### src/rtl/rv32_pipe_pkg.sv
// Shared RV32I pipeline definitions: opcodes, branch funct3 codes, the
// branch-resolve FSM state type and the "instruction writes a register" test.
package rv32_pipe_pkg;

   localparam logic [6:0] OPC_OP     = 7'b0110011;
   localparam logic [6:0] OPC_OP_IMM = 7'b0010011;
   localparam logic [6:0] OPC_LOAD   = 7'b0000011;
   localparam logic [6:0] OPC_LUI    = 7'b0110111;
   localparam logic [6:0] OPC_AUIPC  = 7'b0010111;
   localparam logic [6:0] OPC_JAL    = 7'b1101111;
   localparam logic [6:0] OPC_JALR   = 7'b1100111;
   localparam logic [6:0] OPC_BRANCH = 7'b1100011;

   localparam logic [2:0] F3_BEQ  = 3'b000;
   localparam logic [2:0] F3_BNE  = 3'b001;
   localparam logic [2:0] F3_BLT  = 3'b100;
   localparam logic [2:0] F3_BGE  = 3'b101;
   localparam logic [2:0] F3_BLTU = 3'b110;
   localparam logic [2:0] F3_BGEU = 3'b111;

   typedef enum logic {
      IDLE = 1'b0,
      WAIT = 1'b1
   } brs_state_t;

   // True when the instruction commits a result to a non-zero rd.
   function automatic logic writes_rd(input logic [31:0] instr);
      logic result;
      logic unused_bits;
      unused_bits = ^instr[31:12];
      result      = 1'b0;
      if (instr[11:7] != 5'd0) begin
         case (instr[6:0])
            OPC_OP, OPC_OP_IMM, OPC_LOAD, OPC_LUI,
            OPC_AUIPC, OPC_JAL, OPC_JALR: result = 1'b1;
            default:                      result = 1'b0;
         endcase
      end
      return result;
   endfunction

endpackage

### src/rtl/branch_cmp.sv
// Combinational branch condition and control-transfer target computation
// for the instruction held in ID.
module branch_cmp
   import rv32_pipe_pkg::*;
#(
   parameter int XLEN = 32
) (
   input  logic [31:0]     instr,
   input  logic [XLEN-1:0] pc,
   input  logic [XLEN-1:0] operand_a,
   input  logic [XLEN-1:0] operand_b,
   output logic            taken,
   output logic            f3_valid,
   output logic [XLEN-1:0] target
);

   logic [6:0]      opcode;
   logic [2:0]      funct3;
   logic [XLEN-1:0] imm_b;
   logic [XLEN-1:0] imm_j;
   logic [XLEN-1:0] imm_i;
   logic            eq;
   logic            lt_s;
   logic            lt_u;

   assign opcode = instr[6:0];
   assign funct3 = instr[14:12];

   assign imm_b = {{(XLEN-12){instr[31]}}, instr[7], instr[30:25], instr[11:8], 1'b0};
   assign imm_j = {{(XLEN-20){instr[31]}}, instr[19:12], instr[20], instr[30:21], 1'b0};
   assign imm_i = {{(XLEN-12){instr[31]}}, instr[31:20]};

   assign eq   = (operand_a == operand_b);
   assign lt_s = ($signed(operand_a) < $signed(operand_b));
   assign lt_u = (operand_a < operand_b);

   always_comb begin
      taken    = 1'b0;
      f3_valid = 1'b0;
      target   = '0;
      case (opcode)
         OPC_BRANCH: begin
            target = pc + imm_b;
            case (funct3)
               F3_BEQ:  begin taken = eq;    f3_valid = 1'b1; end
               F3_BNE:  begin taken = !eq;   f3_valid = 1'b1; end
               F3_BLT:  begin taken = lt_s;  f3_valid = 1'b1; end
               F3_BGE:  begin taken = !lt_s; f3_valid = 1'b1; end
               F3_BLTU: begin taken = lt_u;  f3_valid = 1'b1; end
               F3_BGEU: begin taken = !lt_u; f3_valid = 1'b1; end
               default: begin taken = 1'b0;  f3_valid = 1'b0; end
            endcase
         end
         OPC_JAL: begin
            taken  = 1'b1;
            target = pc + imm_j;
         end
         OPC_JALR: begin
            taken  = 1'b1;
            target = (operand_a + imm_i) & {{(XLEN-1){1'b1}}, 1'b0};
         end
         default: begin
            taken  = 1'b0;
            target = '0;
         end
      endcase
   end

endmodule

### src/rtl/branch_resolve_unit.sv
// ID-stage control-flow resolver: stalls on producer hazards the forwarding
// path cannot cover, resolves branches/jumps, redirects fetch and counts events.
module branch_resolve_unit
   import rv32_pipe_pkg::*;
#(
   parameter int XLEN  = 32,
   parameter int CNT_W = 32
) (
   input  logic             clk,
   input  logic             rst,
   input  logic             if_id_valid,
   input  logic [31:0]      if_id_instr,
   input  logic [XLEN-1:0]  if_id_pc,
   input  logic [31:0]      id_ex_instr,
   input  logic [31:0]      ex_mem_instr,
   input  logic [XLEN-1:0]  cmp_operand_a,
   input  logic [XLEN-1:0]  cmp_operand_b,
   output logic             stall,
   output logic             flush_if_id,
   output logic             redirect_valid,
   output logic [XLEN-1:0]  redirect_target,
   output logic [CNT_W-1:0] branch_cnt,
   output logic [CNT_W-1:0] taken_cnt,
   output logic [CNT_W-1:0] stall_cnt
);

   brs_state_t       state_reg, state_next;
   logic             cnt_reg, cnt_next;
   logic [CNT_W-1:0] branch_cnt_reg, taken_cnt_reg, stall_cnt_reg;

   logic [6:0]  opcode;
   logic [4:0]  rs1, rs2;
   logic        is_branch, is_jal, is_jalr, is_ctrl_op, ctrl;
   logic        use_rs1, use_rs2;
   logic [31:0] prod_instr [2];
   logic [1:0]  prod_hit, prod_load;
   logic [1:0]  need;
   logic        stall_int, resolve;
   logic        cmp_taken, cmp_f3_valid;
   logic [XLEN-1:0] cmp_target;

   assign opcode     = if_id_instr[6:0];
   assign rs1        = if_id_instr[19:15];
   assign rs2        = if_id_instr[24:20];
   assign is_branch  = (opcode == OPC_BRANCH);
   assign is_jal     = (opcode == OPC_JAL);
   assign is_jalr    = (opcode == OPC_JALR);
   assign is_ctrl_op = is_branch | is_jal | is_jalr;
   assign ctrl       = if_id_valid & is_ctrl_op;
   assign use_rs1    = is_branch | is_jalr;
   assign use_rs2    = is_branch;

   // Index 0 is the ID/EX producer, index 1 the EX/MEM producer.
   assign prod_instr[0] = id_ex_instr;
   assign prod_instr[1] = ex_mem_instr;

   generate
      for (genvar gi = 0; gi < 2; gi++) begin : g_prod
         logic [4:0] rd;
         assign rd            = prod_instr[gi][11:7];
         assign prod_hit[gi]  = writes_rd(prod_instr[gi]) &&
                                ((use_rs1 && (rd == rs1)) || (use_rs2 && (rd == rs2)));
         assign prod_load[gi] = (prod_instr[gi][6:0] == OPC_LOAD);
      end
   endgenerate

   // A non-load in EX/MEM is covered by forwarding; only its load case stalls.
   always_comb begin
      need = 2'd0;
      if (prod_hit[1] && prod_load[1]) need = 2'd1;
      if (prod_hit[0])                 need = prod_load[0] ? 2'd2 : 2'd1;
   end

   branch_cmp #(.XLEN(XLEN)) u_cmp (
      .instr     (if_id_instr),
      .pc        (if_id_pc),
      .operand_a (cmp_operand_a),
      .operand_b (cmp_operand_b),
      .taken     (cmp_taken),
      .f3_valid  (cmp_f3_valid),
      .target    (cmp_target)
   );

   always_ff @(posedge clk) begin
      if (rst) begin
         state_reg <= IDLE;
         cnt_reg   <= 1'b0;
      end else begin
         state_reg <= state_next;
         cnt_reg   <= cnt_next;
      end
   end

   always_comb begin
      state_next = state_reg;
      cnt_next   = cnt_reg;
      stall_int  = 1'b0;
      resolve    = 1'b0;
      case (state_reg)
         IDLE: begin
            if (ctrl) begin
               if (need == 2'd0) begin
                  resolve = 1'b1;
               end else begin
                  stall_int  = 1'b1;
                  cnt_next   = (need == 2'd2);
                  state_next = WAIT;
               end
            end
         end
         WAIT: begin
            // Hazard was settled on entry; IF/ID is held, so resolve on the opcode alone.
            if (cnt_reg) begin
               stall_int = 1'b1;
               cnt_next  = 1'b0;
            end else begin
               resolve    = is_ctrl_op;
               state_next = IDLE;
            end
         end
         default: state_next = IDLE;
      endcase
   end

   assign stall           = stall_int & ~rst;
   assign redirect_valid  = resolve & cmp_taken & ~rst;
   assign flush_if_id     = redirect_valid;
   assign redirect_target = redirect_valid ? cmp_target : '0;

   always_ff @(posedge clk) begin
      if (rst) begin
         branch_cnt_reg <= '0;
         taken_cnt_reg  <= '0;
         stall_cnt_reg  <= '0;
      end else begin
         if (resolve && is_branch && cmp_f3_valid) branch_cnt_reg <= branch_cnt_reg + CNT_W'(1);
         if (redirect_valid)                       taken_cnt_reg  <= taken_cnt_reg + CNT_W'(1);
         if (stall)                                stall_cnt_reg  <= stall_cnt_reg + CNT_W'(1);
      end
   end

   assign branch_cnt = rst ? '0 : branch_cnt_reg;
   assign taken_cnt  = rst ? '0 : taken_cnt_reg;
   assign stall_cnt  = rst ? '0 : stall_cnt_reg;

endmodule
### config.mk
export PLATFORM = sky130hd
export DESIGN_NAME = branch_resolve_unit
export DESIGN_NICKNAME = d
export VERILOG_FILES = /design/src/rtl/rv32_pipe_pkg.sv /design/src/rtl/branch_cmp.sv /design/src/rtl/branch_resolve_unit.sv
export SDC_FILE = /design/constraint.sdc
export NUM_CORES = 1
export LEC_CHECK = 0
export ABC_AREA = 1
export ABC_CLOCK_PERIOD_IN_PS = 10700
export CAP_MARGIN = 25
export CORE_ASPECT_RATIO = 0.8
export CORE_MARGIN = 2
export CORE_UTILIZATION = 25
export CTS_CLUSTER_SIZE = 25
export DETAILED_ROUTE_END_ITERATION = 7
export HOLD_SLACK_MARGIN = 0.06
export MAX_ROUTING_LAYER = met4
export PLACE_DENSITY = 0.53
export RECOVER_POWER = 25
export SLEW_MARGIN = 20
export SYNTH_ARGS = -nofsm -noshare
export SYNTH_HDL_FRONTEND = slang
export SYNTH_SLANG_ARGS = --single-unit
### constraint.sdc
create_clock -name clk -period 10.7 [get_ports clk]
set_clock_uncertainty 0.15 [all_clocks]
set_input_delay 2.675 -clock clk [delete_from_list [all_inputs] [get_ports clk]]
set_output_delay 2.675 -clock clk [all_outputs]
set_load 0.02 [all_outputs]
==> impl.org, run 1 <==
** Run status
- Status :: finished, final reports clean

** Yosys
- Share of synthesized registers carrying an async set or reset :: 0%
- Top-count cell post-synth :: sky130_fd_sc_hd__nand2_1
- Fraction of the mapped netlist area in compound gates :: 16.2%
- Area share of xor/xnor cells in the synthesized design :: under 10%
- Cell types occupying the most area after synthesis :: sky130_fd_sc_hd__dfxtp_1 17%, sky130_fd_sc_hd__nand2_1 15%, sky130_fd_sc_hd__inv_1 10%, sky130_fd_sc_hd__ha_1 10%, sky130_fd_sc_hd__nor2_1 9.7%
- Summing every instance area after synthesis gives between 10000 and 15000 µm².
- Commonest cells in the synthesized netlist :: 460 x sky130_fd_sc_hd__nand2_1, 319 x sky130_fd_sc_hd__inv_1, 305 x sky130_fd_sc_hd__nor2_1
- The most used flip-flop cell after synthesis is sky130_fd_sc_hd__dfxtp_1.
- Synthesized area per cell :: roughly 5.7 µm²
- Dominant combinational cell family by area after synthesis :: simple AND/OR/NAND/NOR gates
- The synthesized netlist devotes between 40% and 50% of its cell area to simple gates.
- Number of synthesized flops with an enable pin :: 0
- In the synthesized netlist, the number of instances is around 2000.
- Net count after synthesis :: ~2300
- Of the post-synthesis cell area, the part taken by muxes is less than 1%.
- Fraction of the mapped netlist area in adder cells :: about a tenth
- Sequential share of the synthesized area :: between 10% and 20%
- Synth Register Bits :: around 100
- Yosys printed 0 warnings.
- Number of unique standard cell types used by synthesis :: just over 50
- Area share of the leading cell type in the synthesized netlist :: between 15 and 20%
- The largest total area in the synthesized netlist belongs to sky130_fd_sc_hd__dfxtp_1.

** Routing
- 1st-pass router iterations :: 5
- Dividing the detail-routed via count by the number of cells gives between 4 and 5.
- Number of vias after detailed routing :: 14000
- Remaining antenna violation count :: 0
- Final wirelength :: around 46000 µm
- The first routing iteration left slightly below 900 violations.
- After detailed routing, the number of remaining DRC violations is 0.
- Post-detailed-route wirelength per cell :: 15.6 µm

** Hold path
- HP Class :: reg2reg
- The worst hold path was traced through 2 stages.
- In this run the most critical hold path is launched from stall_cnt_reg[30].

** STA
- Once routing completed, OpenROAD measured the worst setup slack at 655 ps.
- Time the worst path needs with I/O delays and setup :: roughly 10000 ps
- Setup violations remaining at the end of the flow were counted as 0.
- For this run, the top clock speed supported by timing is roughly 0.10 GHz.
- The final max-slew violation count came to 0.
- Worst-margin pin slew :: ~1400 ps
- RSZ-0062 raised after global routing :: false
- Hold is met by between 300 and 400 ps.
- Setup Total Neg Slack :: 0 ps
- Final-report hold violation count :: 0
- Final period util :: a little over nine tenths
- The worst pin sits at a relative slew slack of under 10%.

** Setup path
- In this run the critical register-to-register path is launched from branch_cnt_reg[0].
- The most critical setup path has its startpoint at if_id_instr[6].
- The critical path in this run is classified as in2out.
- Logic depth of the worst register-to-register path :: 11
- STA puts the critical path data arrival time at 7220 ps.
- Along the worst path, the maximum fanout reaches 7.
- The slowest stage of the critical path is the sky130_fd_sc_hd__clkdlybuf4s50_1 cell.
- Traced cell by cell, the critical path runs through dlygate4sd3_1 -> nand2_1 -> nor2_4 -> nand3_1 -> o21ai_0 -> ha_1 -> inv_1 -> fa_1 -> o21ai_0 -> inv_1 -> nor2_1 -> nor2_1 -> o21ai_0 -> nand2_1 -> nand2_1 -> nand3_1 -> nand2_1 -> nand2_1 -> nand3b_1 -> nand3_1 -> a21oi_1 -> clkdlybuf4s50_1.
- Data required time of the critical path :: 7880 ps
- Cell occurring most often along the worst timing path :: sky130_fd_sc_hd__nand2_1
- STA classifies the critical path startpoint as a primary input.
- Kind of capture point of the worst setup path :: output pin
- In this design, the stage delay of the slowest critical-path cell is between 600 and 700 ps.

** Clocking
- The clock tree synthesis step divided the H-tree into 3 levels.
- PostCTS Resize Cnt :: 0
- CTS Buf Count :: 9
- Count of hold-fix buffers inserted at cts :: 0
- Clock-pin slew was measured on the worst setup and hold paths at roughly 60 ps.
- The clock reaches the later pin of the worst-skew pair after 360 ps.
- Root Driver :: sky130_fd_sc_hd__clkbuf_16
- The clock net in this run drives a total of 98 sinks.
- CTS Buffer Depth :: 2
- Number of buffers inserted by post-CTS setup repair :: 0
- TritonCTS built the clock tree.

** Power and ir drop
- Total power for the finished layout comes to between 1 and 1.5 mW.
- Dividing total power by cell area gives a power density of 66.4 nW/µm².
- Summed over all cells, the static leakage comes to 6.37 nW.
- Worst ir drop on vdd :: between 70 and 80 µV

** Placed design
- At the placement stage, the worst setup path has a slack of ~600 ps.
- DP Wirelength :: approximately 38000 µm
- Routability Congestion :: 0.926
- During placement, the flow inserted port buffers numbering ~290.

** Finish
- Cells with a size suffix above 1 make up roughly 3.0% of the layout.
- After the last flow step, the layout net total stands at 2608.
- Counting the fill cells in the layout gives 5266.
- Compared with the post-synthesis result, the final layout area differs by 31.9%.
- Post-layout util :: about a third

** Flow run
- The tool flagged a number of max-cap violations equal to 0.

** Global route
- Overall overflow remaining after global route :: 0
- Vias in the first global route :: ~13000
- Global-route wire length before repair :: around 71000 µm
- Entering global routing, the biggest net connects 78 pins.
- Global routing consumed, over all layers together, a little under a fifth of the routing resources.
- The number of antenna violations at the first check in global routing came to 8.

** Die
- The initial utilization of the core area, before any placement, comes to between 20 and 30%.
- Measured along the x axis, the die boundary spans 246 µm.
- Pin placement for this block handled roughly 330 I/O pins.
- The total area inside the core boundary comes to approximately 47000 µm².
- The floorplan has approximately 70 rows.
- The die covers ~50000 µm².
- Die Y-Extent :: slightly below 200 µm
final cells by class:
type	instances	area (µm²)	share of cell area (%)
Clock buffer	10	229	1.48
Inverter	327	1230	7.92
Sequential cell	98	1960	12.7
Timing Repair Buffer	296	2930	18.9
Clock inverter	5	56.3	0.363
Multi-Input combinational cell	1584	8300	53.5
Antenna cell	8	20.0	0.129
Tap cell	620	776	5.01
metrics by stage:
stage	std cells	instance area, µm²
2_1_floorplan	2055	11800
3_3_place_gp	2925	15200
3_5_place_dp	2925	15200
4_1_cts	2940	15500
5_1_grt	2948	15500
6_report	2948	15500
placed cells by master (no fill, tap or decap), types with 4 or more instances in the layout:
cell,n
sky130_fd_sc_hd__dfxtp_1,98
sky130_fd_sc_hd__nand3_1,118
sky130_fd_sc_hd__clkdlybuf4s50_1,283
sky130_fd_sc_hd__o211ai_1,4
sky130_fd_sc_hd__a21boi_0,6
sky130_fd_sc_hd__nand3b_1,7
sky130_fd_sc_hd__a31oi_1,13
sky130_fd_sc_hd__clkbuf_16,9
sky130_fd_sc_hd__clkinv_1,4
sky130_fd_sc_hd__xor2_1,42
sky130_fd_sc_hd__nand4_1,76
sky130_fd_sc_hd__nor2_2,6
sky130_fd_sc_hd__o21ai_1,4
sky130_fd_sc_hd__o21ai_0,94
sky130_fd_sc_hd__a21oi_1,189
sky130_fd_sc_hd__o21a_1,7
sky130_fd_sc_hd__nor2_1,309
sky130_fd_sc_hd__inv_1,320
sky130_fd_sc_hd__ha_1,95
sky130_fd_sc_hd__nor3_1,56
sky130_fd_sc_hd__a21o_1,12
sky130_fd_sc_hd__nor3_2,5
sky130_fd_sc_hd__nor3b_1,4
sky130_fd_sc_hd__nand2_1,461
sky130_fd_sc_hd__diode_2,8
sky130_fd_sc_hd__o221ai_1,8
sky130_fd_sc_hd__nor4_1,19
sky130_fd_sc_hd__or2_2,17
sky130_fd_sc_hd__buf_4,11
power by group:
group | switching (mW) | total [mW] | internal (mW)
Sequential | 0.00000209 | 0.364 | 0.364
Combinational | 0.196 | 0.333 | 0.137
Clock | 0.151 | 0.331 | 0.180
worst max-delay path, delay by kind of cell:
kind                       cells  cell delay [ps]
AOI/OAI and AO/OA              4             1160
buffers and inverters          4             1300
and+or+nand+nor               12             1510
adders and majority gates      2              580
final timing paths:
check / end / slack, ps
setup / recovery: redirect_target[25] / 650
hold / removal: stall_cnt_reg[30] / 310
setup reg to reg: branch_cnt_reg[19] / 7820
hold reg to reg: stall_cnt_reg[30] / 310
cells by family (layout without fill, tap and decap cells):
group           count (synthesis)  after routing
buf+inv                       373            638
xor+xnor                       45             45
mux                             1              1
flops                          98             98
other cells                     0              8
compound gates                348            348
fa+ha+maj                      97             97
simple gates                 1093           1093
metal layers:
metal | track usage, % | part of all wire [%] | vias up
li1 | - | - | 7280
met1 | 27.5 | 52 | 6371
met2 | 28.2 | 42 | 310
met3 | 2.55 | 4.6 | 28
met4 | 3.61 | 1.0 | 0
met5 | - | 0 | -
No activity file was read; power rests on OpenSTA's default activity.
==> run 2, diff against run 1 <==
- CORE_ASPECT_RATIO: 0.8 -> default
- TNS_END_PERCENT: default -> 100
==> impl.org, run 2 (synthesis gave the netlist of run 1 again) <==
** Power and ir drop
- Power spread over the standard cell area amounts to 66.4 nW/µm².
- Sequential group share of total power :: a little over a third
- Total Power Consumption :: ~1.0 mW
- In this run switching power makes up approximately a third of total power.
- Net switching power :: about 340 µW
- Per report_power, the clock group accounts for 32.7% of the total.
- Leakage dissipation :: ~6.4 nW
- Worst ir drop on vdd :: around 73 µV
- The internal portion of the total power is 683 µW.
- Comb power frac :: 31.8%

** STA
- Based on the critical path, the design can be clocked at up to approximately 0.1 GHz.
- The smallest clock period supported by the final layout is computed as between 10000 and 15000 ps.
- Setup repair after global routing left no endpoint under its margin.
- For the pin with the worst max-slew slack, the measured transition is 1290 ps.
- The final hold violation count is 0.
- The final max-slew violation count came to 0.
- Tightest slew margin relative to the limit :: about an eighth
- Setup violations remaining at the end of the flow were counted as 0.
- Summed over all failing endpoints, the final setup total negative slack is 0 ps.
- Hold_ws :: between 300 and 400 ps
- Final setup margin :: a little under 700 ps
- Of the available clock period, the critical path in the final layout requires between 90 and 100%.

** Finish
- Post-layout util :: roughly a third
- In the layout the commonest cells are 461 x sky130_fd_sc_hd__nand2_1, 319 x sky130_fd_sc_hd__inv_1, 309 x sky130_fd_sc_hd__nor2_1.
- The count of cells in the finished layout, fillers not included, comes to roughly 3000.
- After routing the design area is ~15000 µm².
- Number of nets at the end of the flow :: ~2600
- From synthesis to final layout, the design area changed by 31.8%.
- Of the cells placed in the final design, the portion with a size suffix greater than 1 is 3.10%.
- The library cell used most frequently in the layout, excluding fill and tap cells, is sky130_fd_sc_hd__nand2_1.

** Placed design
- Timing analysis after detailed placement gives a worst setup slack of 678 ps.
- Inst Count DP :: around 2900
- Buffers added on ports :: ~290
- DP Wirelength :: around 37000 µm
- Once placement finished, the instance area stood at about 15000 µm².
- The congestion estimate from routability-driven global placement came to between 0.9 and 1.

** Global route
- Summed over all layers, the global routing overflow is 0.
- The number of global-route vias before repair came to 13200.
- Global routing usage summed across all routing layers :: between 10% and 20%
- The first global-routing pass estimated between 70000 and 80000 µm of wire.
- The number of antenna violations at the first check in global routing was 1.
- Entering global routing, the biggest net connects 66 pins.

** Routing
- Average via count per standard cell :: 4.74
- Across all layers, the routed design uses between 10000 and 15000 vias.
- The first detailed-routing pass ran for 5 iterations.
- Post-detailed-route wirelength per cell :: 15.0 µm
- Final wirelength :: 44000 µm
- First DRT Iteration DRCs :: roughly 700
- After detailed routing, the number of remaining DRC violations is 0.
- In this run the remaining antenna-violating nets after routing total 0.

** Setup path
- Logic depth of the worst register-to-register path :: 7
- R2r setup slk :: between 7000 and 8000 ps
- STA classifies the critical path endpoint as an output pin.
- RR Endpoint :: stall_cnt_reg[30]
- The setup path with the least slack is of type in2out.
- CP max-delay cell :: sky130_fd_sc_hd__clkdlybuf4s50_1
- The largest single stage delay on the critical path is 630 ps.
- Critical Path, Cell by Cell :: clkdlybuf4s50_1 -> nand2_1 -> nor2_4 -> nand3_1 -> mux2_2 -> ha_1 -> a21oi_1 -> nand2_1 -> a21boi_0 -> o21ai_0 -> a21boi_0 -> inv_1 -> nand2_1 -> o211ai_1 -> a21oi_1 -> o21ai_0 -> a21oi_1 -> clkdlybuf4s50_1
- Signal arrival time at the worst endpoint :: about 7200 ps
- In this design, the largest share of critical-path delay is due to compound AO/OA/AOI/OAI gates.
- In this run the critical register-to-register path is launched from state_reg.
- Buffers & Inverters on Critical Path :: 3
- The worst setup path is launched from a primary input.
- Of all nets on the critical path, the largest fanout is 10.
- Data on the critical path is required at its endpoint by just under 8000 ps.

** Flow run
- # Max-Cap Violations :: 0

** Clocking
- Latest clock arrival within the worst-skew pair :: 360 ps
- TritonCTS built the clock tree.
- Counting along the longest clock path gives a buffer depth of 2.
- Root Driver :: sky130_fd_sc_hd__clkbuf_16
- The tree built by TritonCTS fans out to 98 sinks.
- Clock-pin transition on the worst setup and hold timing paths :: 70 ps
- Count of hold-fix buffers inserted at cts :: 0
- Once the clock tree was built, the resizer swapped 0 gates to a different size.
- In this run, CTS created clock tree buffers numbering 9.
- Number of buffers inserted by post-CTS setup repair :: 0
- CTS built an H-tree with a depth of 3.

** Hold path
- In this run the most critical hold path is launched from stall_cnt_reg[30].
- Hold Crit Endpoint :: stall_cnt_reg[30]
- Cell depth of the worst hold path :: 2
- The tightest min-delay check is of the reg2reg type.

** Die
- In this run the count of I/O pins placed on the die edge is between 300 and 400.
- Floorplan Core Area :: around 46000 µm²
- From bottom edge to top edge, the die measures ~220 µm.
- Cell Rows :: 79
- The floorplan step defined a die boundary enclosing 48800 µm².
- Width of the die :: 221 µm
- Starting density of the core :: approximately 25%

** Run status
- The run finished with clean final reports.
-- run 2: worst max-delay path by stage --
stage	start	endpoint	slack, ps	cells after the start
2_1_floorplan	if_id_instr[6]	redirect_target[25]	2150	23
3_3_place_gp	if_id_instr[1]	redirect_target[17]	730	21
3_5_place_dp	if_id_instr[1]	redirect_target[17]	680	21
4_1_cts	if_id_instr[1]	redirect_target[17]	650	21
5_1_grt	if_id_instr[1]	redirect_target[27]	140	18
6_report	if_id_instr[6]	redirect_target[28]	690	18
-- run 2: per-layer routing --
metal,share of wire (%),track usage (%),vias up
met4,1.1,2.66,0
met1,49,23.8,6322
met3,3.5,2.15,24
met2,46,30.0,282
li1,-,-,7258
met5,0,-,-
-- run 2: power groups by stage --
stage / combinational (mW) / sequential [mW] / clock, mW
floorplan: 0.195 / 0.373 / 0
global placement: 0.321 / 0.373 / 0
detailed placement: 0.324 / 0.373 / 0
CTS: 0.326 / 0.364 / 0.347
global route: 0.370 / 0.364 / 0.364
finish: 0.327 / 0.364 / 0.336
-- run 2: cell type report --
class                   instances  area, µm²
diodes                          1       2.50
multi-input cells            1584       8300
clock inverters                 6       67.6
fillers                      5206      31000
clock buffers                  10        229
inverters                     327       1230
flip-flops and latches         98       1960
repair buffers                297       2940
well taps                     607        759
-- run 2: worst min-delay path: stages, from the launching register on --
cell,delay [ps]
sky130_fd_sc_hd__dfxtp_1,310
sky130_fd_sc_hd__nand2_1,60
sky130_fd_sc_hd__a21oi_1,50
